===== src/rtl/butterfly_pipe.sv =====
// butterfly_pipe: 3-stage radix-2 complex butterfly (A + W*B, A - W*B) with valid/ready flow control.
// Optional macro BUTTERFLY_PIPE_SAT_EN: saturate overflowing components instead of wrapping them.
module butterfly_pipe #(
    parameter int WORD_SZ   = 32,
    parameter int FRAC_BITS = 6
) (
    input  logic               i_clk,
    input  logic               i_rst_n,
    input  logic [WORD_SZ-1:0] i_A,
    input  logic [WORD_SZ-1:0] i_B,
    input  logic [WORD_SZ-1:0] i_twiddle,
    input  logic               i_scale,
    input  logic               i_valid,
    output logic               o_ready,
    output logic [WORD_SZ-1:0] o_A,
    output logic [WORD_SZ-1:0] o_B,
    output logic               o_valid,
    input  logic               i_ready,
    input  logic               i_clr_ovf,
    output logic               o_ovf
);
    localparam int WORD_MID = WORD_SZ / 2;
    localparam int PW = 2 * WORD_MID;
    localparam int SW = 2 * WORD_MID + 2;

    logic en;
    logic s1_valid, s1_scale;
    logic [WORD_SZ-1:0] s1_a, s1_b, s1_w;
    logic s2_valid, s2_scale;
    logic [WORD_SZ-1:0] s2_a;
    logic signed [PW-1:0] s2_rr, s2_ii, s2_ri, s2_ir;
    logic signed [PW-1:0] br, bi, wr, wi;
    logic signed [SW-1:0] a_re, a_im, wb_re, wb_im;
    logic signed [SW-1:0] sum [4];
    logic signed [SW-1:0] res [4];
    logic [3:0] ovf;
    logic [WORD_MID-1:0] q [4];

    // The whole pipeline moves as one unit whenever the output slot is free or being drained.
    assign en = !o_valid || i_ready;
    assign o_ready = en || !i_rst_n;

    // Operand halves sign-extended so the products keep full precision.
    assign br = PW'($signed(s1_b[WORD_SZ-1:WORD_MID]));
    assign bi = PW'($signed(s1_b[WORD_MID-1:0]));
    assign wr = PW'($signed(s1_w[WORD_SZ-1:WORD_MID]));
    assign wi = PW'($signed(s1_w[WORD_MID-1:0]));

    // Twiddled bottom input, A widened, then butterfly sums with optional halving and width reduction.
    always_comb begin
        wb_re = (SW'(s2_rr) - SW'(s2_ii)) >>> FRAC_BITS;
        wb_im = (SW'(s2_ri) + SW'(s2_ir)) >>> FRAC_BITS;
        a_re = SW'($signed(s2_a[WORD_SZ-1:WORD_MID]));
        a_im = SW'($signed(s2_a[WORD_MID-1:0]));
        sum[0] = a_re + wb_re;
        sum[1] = a_im + wb_im;
        sum[2] = a_re - wb_re;
        sum[3] = a_im - wb_im;
        for (int k = 0; k < 4; k++) begin
            res[k] = s2_scale ? sum[k] >>> 1 : sum[k];
            ovf[k] = !(&res[k][SW-1:WORD_MID-1] || !(|res[k][SW-1:WORD_MID-1]));
`ifdef BUTTERFLY_PIPE_SAT_EN
            q[k] = ovf[k] ? {res[k][SW-1], {(WORD_MID-1){!res[k][SW-1]}}} : res[k][WORD_MID-1:0];
`else
            q[k] = res[k][WORD_MID-1:0];
`endif
        end
    end

    // Three pipeline stages: input capture, products, sums to the output registers.
    always_ff @(posedge i_clk) begin
        if (!i_rst_n) begin
            s1_valid <= 1'b0;
            s1_scale <= 1'b0;
            s1_a     <= '0;
            s1_b     <= '0;
            s1_w     <= '0;
            s2_valid <= 1'b0;
            s2_scale <= 1'b0;
            s2_a     <= '0;
            s2_rr    <= '0;
            s2_ii    <= '0;
            s2_ri    <= '0;
            s2_ir    <= '0;
            o_valid  <= 1'b0;
            o_A      <= '0;
            o_B      <= '0;
        end else if (en) begin
            s1_valid <= i_valid;
            s1_scale <= i_scale;
            s1_a     <= i_A;
            s1_b     <= i_B;
            s1_w     <= i_twiddle;
            s2_valid <= s1_valid;
            s2_scale <= s1_scale;
            s2_a     <= s1_a;
            s2_rr    <= br * wr;
            s2_ii    <= bi * wi;
            s2_ri    <= br * wi;
            s2_ir    <= bi * wr;
            o_valid  <= s2_valid;
            o_A      <= {q[0], q[1]};
            o_B      <= {q[2], q[3]};
        end
    end

    // Sticky overflow: a valid overflowing result entering the output stage beats a clear request.
    always_ff @(posedge i_clk) begin
        if (!i_rst_n)
            o_ovf <= 1'b0;
        else if (en && s2_valid && |ovf)
            o_ovf <= 1'b1;
        else if (i_clr_ovf)
            o_ovf <= 1'b0;
    end
endmodule


===== config.mk =====
export PLATFORM = sky130hd
export DESIGN_NAME = butterfly_pipe
export DESIGN_NICKNAME = d
export VERILOG_FILES = /design/src/rtl/butterfly_pipe.sv
export SDC_FILE = /design/constraint.sdc
export NUM_CORES = 2
export LEC_CHECK = 0
export CAP_MARGIN = 0
export CORE_ASPECT_RATIO = 0.5
export CORE_UTILIZATION = 55
export CTS_CLUSTER_DIAMETER = 80
export DETAILED_ROUTE_END_ITERATION = 6
export PLACE_DENSITY = 0.72
export SKIP_LAST_GASP = 1
export SLEW_MARGIN = 10
export SYNTH_ARGS = -nofsm -noshare
export SYNTH_HDL_FRONTEND = slang
export SYNTH_SLANG_ARGS = --single-unit

===== constraint.sdc =====
create_clock -name i_clk -period 8 [get_ports i_clk]
set_input_delay 2.4 -clock i_clk [delete_from_list [all_inputs] [get_ports i_clk]]
set_output_delay 2.4 -clock i_clk [all_outputs]
set_load 0.005 [all_outputs]

---- Word level (Yosys, flattened, before mapping) ----
Index checks and enable logic that the tools add are counted.
storage, ports and cells
  memory bits (writable) .................. 0
  memories ................................ 0
  latch bits .............................. 0
  register bits after elaboration ......... 326
  ROM bits ................................ 0
  input bits .............................. 102
  word-level logic and storage cells ...... 60
  output and inout bits ................... 67
operators by class
  reduce and logical (&&, ||, !) cells .... 28
  equality and inequality tests ........... 0
  $mul .................................... 4
  bitwise gates (word level) .............. 0
  div/mod/pow operators ................... 0
  add/sub/neg operators ................... 6
  multiplexer cells ....................... 6
  $lt $le $gt $ge ......................... 0
  shifts and indexed selects .............. 0
operators by type and width
  operator                                        number
  16-bit by 16-bit multiplier with 32-bit output  4
  27-bit 2-to-1 mux                               4
  19-bit AND reduction                            4
  19-bit OR reduction                             4
  16-bit by 27-bit adder with 28-bit output       2
  16-bit by 27-bit subtractor with 28-bit output  2
  32-bit by 32-bit adder with 33-bit output       1
  32-bit by 32-bit subtractor with 33-bit output  1
  1-bit zero test                                 10
  1-bit logical OR                                6
  4-bit OR reduction                              1
  1-bit logical AND                               2
  1-bit 2-to-1 mux                                2
  2-bit nonzero test                              1

---- Logic depth before layout (Yosys ltp) ----
  depth in word-level cells ............... 10
  depth in mapped cells ................... 27
  gate-level depth less buffers ........... 26

---- Worst setup path before layout ----
Ideal clock, no wire load.
  kind .................................... register to register
  from .................................... reg s1_b[10]
  to ...................................... reg s2_ir[29]
  arrival ................................. 6.518 ns
  library setup time ...................... 0.117 ns
  clock period less this slack ............ 6.635 ns
  data required time ...................... 7.883 ns
  path buffers ............................ 1
  cell stages (with the launch flop) ...... 25
  setup slack ............................. 1.365 ns
  path through ............................ dfxtp_1 clkbuf_1 nand2_1 fa_1 inv_1 fa_1 inv_1 fa_1 fa_1 inv_1 fa_1 inv_1 fa_1 inv_1 ha_1 a21o_1 a31o_2 a2111oi_0 o31ai_1 o41ai_1 o31ai_1 nor4_1 nor3_1 xor2_1 a22o_1
between the ends
  longest elaborated chain between the ends .. 1
ends and longest elaborated chain
  element                                         line  RTL
  start: declaration                              28    logic [WORD_SZ-1:0] s1_a, s1_b, s1_w;
  start signal: assignment                        92    s1_b <= i_B;
  16-bit by 16-bit multiplier with 32-bit output  100   s2_ir <= bi * wr;
  end signal: assignment                          100
  end: declaration                                31    logic signed [PW-1:0] s2_rr, s2_ii, s2_ri, s2_ir;
Every way passes these cells.
A chain may end at the register's enable or synchronous reset.

---- Final worst setup path ----
  from .................................... reg s1_w[20]
  to ...................................... reg s2_ir[29]
between the ends
  longest elaborated chain between the ends .. 1
ends and longest elaborated chain
  element                                         line  RTL
  start: declaration                              28
  start signal: assignment                        93    s1_w <= i_twiddle;
  16-bit by 16-bit multiplier with 32-bit output  100
Every way passes these cells.

==> results.md <==
- Antenna viol nets, final: 0
- Seq cells post-synth: 326
- Clk sinks: ~330
- Root Buffer: clkbuf_16
- Post-Route WL: ~170 mm
- Worst slack, placed: 0.746 ns
- Placement Rows: between 80 and 90
- WP data arrival: 7.89 ns
- Hold Worst Slack: 0.455 ns
- Vias in the first global route: 46500
- Initial detailed-routing violation count: about 4000
- VDD IR max: 0.256 mV
- CTS tree: done
- Fin cells: 8433
- Top_reg_cell synth: dfxtp_1
- Placed cell areas: between 60000 and 70000 µm²
- Min Tclk post-route: 7.38 ns
- Die W: roughly 470 µm
- Sequential area share after synthesis: 0.110
- Clock power share: 0.102
- Worst R2R Setup Slack: between 0.6 and 0.7 ns
- P_int: 8.70 mW
- Worst hold path depth: 2
- Worst-Margin Slew: 1.29 ns
- Async S/R FF share, synth: 0
- Die area: 109000 µm²
- Core Area: 106000 µm²
- Worst Path Required: 8.51 ns
- Hold path startpoint: s2_ii[9]
- Yosys warns: 0
- RSZ-0062 raised after global routing: false
- CP Capture Type: flip-flop
- Final WS setup: ~0.62 ns
- Largest net degree at the start of global routing: 83
- Final setup TNS: 0 ns
- Total track usage: 0.311
- Combinational power share: 0.771
- Synthesized area per cell: about 8.5 µm²
- FMAX: 136 MHz
- Gpl congestion: 1.07
- Worst Path Max Fanout: 23
- Via count: 46900
- NetSw: 10.2 mW
- First-pass GRT wire length: 262 mm
- Commonest non-fill, non-tap cells in the layout: inv_1, nand2_1, fa_1, ha_1, and2_1
- Status: completed
- Worst skew pair latency: 0.64 ns
- Period utilization: 0.922
- Vias per cell: 5.56
- Grt ovf: 0
- Clk_skew: 0.0482 ns
- Final setup fails: 0
- Syn nets: 8638
- WL per Instance: between 15 and 20 µm
- Reg2reg start: s1_w[20]
- PwrDens: approximately 300 nW/µm²
- Sequential share of power: 0.128
- Initial antenna violation count: 12
- H-tree depth: 2
- Worst Hold Class: reg2reg
- Initial Utilization: 0.560
- FF-to-FF path depth: 25
- Slew HR: 0.137
- Fin area: 63900 µm²
- Fin. Hold Viols: 0
- Post-CTS resize count: 0
- Layout cells sized above 1: 0.0335
- Post-synthesis cell count: 6986
- Crit path kind: reg2reg
- CTS Hold Bufs: 0
- First-pass DRT Iterations: 7
- Placed Cells: 8361
- Area grow syn2layout: 7.63%
- Worst-path clk slew: 0.07 ns
- Sw frac: 0.541
- Setup Buffers After CTS: 0
- Max-cap violations: 0
- Nets: around 8600
- Post-synth EDFFs: 0
- Die Y: 234 µm
- Hold worst-path end: s2_ii[9]
- RR Endpoint: s2_ir[29]
- P_leak: 29.9 nW
- Detail Placement HPWL: 135 mm
- DRC viols: 0
- Max Slew Vio Count: 0
- IO Count: 169
- Synth unique cells: 80
- Crit start category: flip-flop
- Clock Tree Buf Depth: 3
- Mapped Area: 59300 µm²
- Clock buffer count from CTS: 39
- IO buf count: 168
- Most common cell after layout, fill and taps aside: inv_1
==> worst max-delay path by stage <==
stage          startpoint        end  slack (ns)
2_1_floorplan    s1_b[10]  s2_ir[29]        1.37
3_3_place_gp      s1_w[2]  s2_ri[24]        0.96
3_5_place_dp     s1_w[20]  s2_ir[29]        0.75
4_1_cts          s1_w[20]  s2_ir[29]        0.70
5_1_grt          s1_b[21]  s2_ri[24]        0.28
6_report         s1_w[20]  s2_ir[29]        0.62
==> cells in the mapped netlist (all sizes together), types with 7 or more instances <==
cell type / n / share of area
and3: 20 / 0.0021
a31oi: 25 / 0.0026
or3: 17 / 0.0018
xnor2: 194 / 0.029
o21bai: 42 / 0.0053
o211ai: 37 / 0.0047
fa: 1052 / 0.35
clkbuf: 335 / 0.021
o211a: 27 / 0.0046
buf: 15 / 0.0011
nor2b: 41 / 0.0043
or4: 7 / 0.00089
inv: 1327 / 0.084
nand3: 61 / 0.0051
mux2i: 30 / 0.0051
dfxtp: 326 / 0.11
nand4: 17 / 0.0018
o21ai: 152 / 0.013
nor2: 247 / 0.016
a21oi: 269 / 0.023
nor4: 20 / 0.0027
a211o: 12 / 0.0018
nor3: 65 / 0.0055
nand2: 1105 / 0.070
or2: 10 / 0.0011
a311oi: 7 / 0.0010
ha: 498 / 0.10
a211oi: 41 / 0.0052
o21a: 34 / 0.0044
and2: 443 / 0.047
a21boi: 149 / 0.019
nand2b: 78 / 0.0082
a21o: 66 / 0.0083
o31a: 8 / 0.0012
a2111oi: 9 / 0.0017
xor2: 77 / 0.011
o31ai: 12 / 0.0015
==> flip-flops by register name, summed over array words and instances, names as in the netlist, 32 cells and up <==
name   count
o_B       32
s2_ii     32
s2_rr     32
o_A       32
s1_a      32
s1_w      32
s2_ir     32
s1_b      32
s2_ri     32
s2_a      32
==> routing by layer <==
metal	track usage	vias to the layer above	wire, µm
met5	0	-	69
met4	0.0685	12	3730
met3	0.0924	245	18700
met2	0.462	1830	70000
met1	0.448	23300	74000
li1	-	21500	-
==> cell type report <==
cell class / instances / area (µm²)
clock buffer: 52 / 1070
inverter: 1330 / 4990
tap: 1419 / 1780
fill: 9325 / 42200
multi-input combinational: 4980 / 46500
timing repair buffer: 306 / 2770
antenna: 2 / 5.00
clock inverter: 18 / 208
sequential: 326 / 6530
==> critical path, stage by stage, from the launching register on <==
cell	delay, ns
dfxtp_1	0.57
buf_4	0.41
nand2_1	0.13
fa_1	0.57
inv_1	0.05
fa_1	0.47
inv_1	0.05
fa_1	0.47
fa_1	0.55
inv_1	0.06
fa_1	0.48
inv_1	0.05
fa_1	0.47
inv_1	0.04
ha_1	0.32
and2_1	0.19
a31o_2	0.21
a2111oi_0	0.62
o31ai_1	0.23
o41ai_1	0.34
buf_4	0.20
o31ai_1	0.10
nor4_1	0.18
nor3_1	0.10
xor2_1	0.15
a22o_1	0.21
==> stage by stage <==
stage | util | total power, mW
6_report | 0.602 | 18.9
5_1_grt | 0.602 | 20.5
4_1_cts | 0.602 | 18.6
3_5_place_dp | 0.590 | 16.6
3_3_place_gp | 0.590 | 16.4
2_1_floorplan | - | 12.3
==> logic make-up after synthesis <==
kind of cell               Yosys count  synth area share
muxes                               33           0.00563
and+or+nand+nor                   2157             0.169
AOI/OAI and AO/OA                  969             0.109
adders and majority gates         1550             0.460
xor gates and xnor gates           271            0.0400
DFF                                326             0.110
buffers and inverters             1680             0.106
==> power groups by stage <==
stage | registers (mW) | clock network, mW | logic, mW
after floorplan | 2.24 | 0 | 10.0
after global placement | 2.43 | 0 | 14.0
after detailed placement | 2.44 | 0 | 14.1
after CTS | 2.40 | 1.94 | 14.2
after global routing | 2.45 | 2.00 | 16.1
final | 2.42 | 1.92 | 14.6
Power figures use the tool's default switching activity.
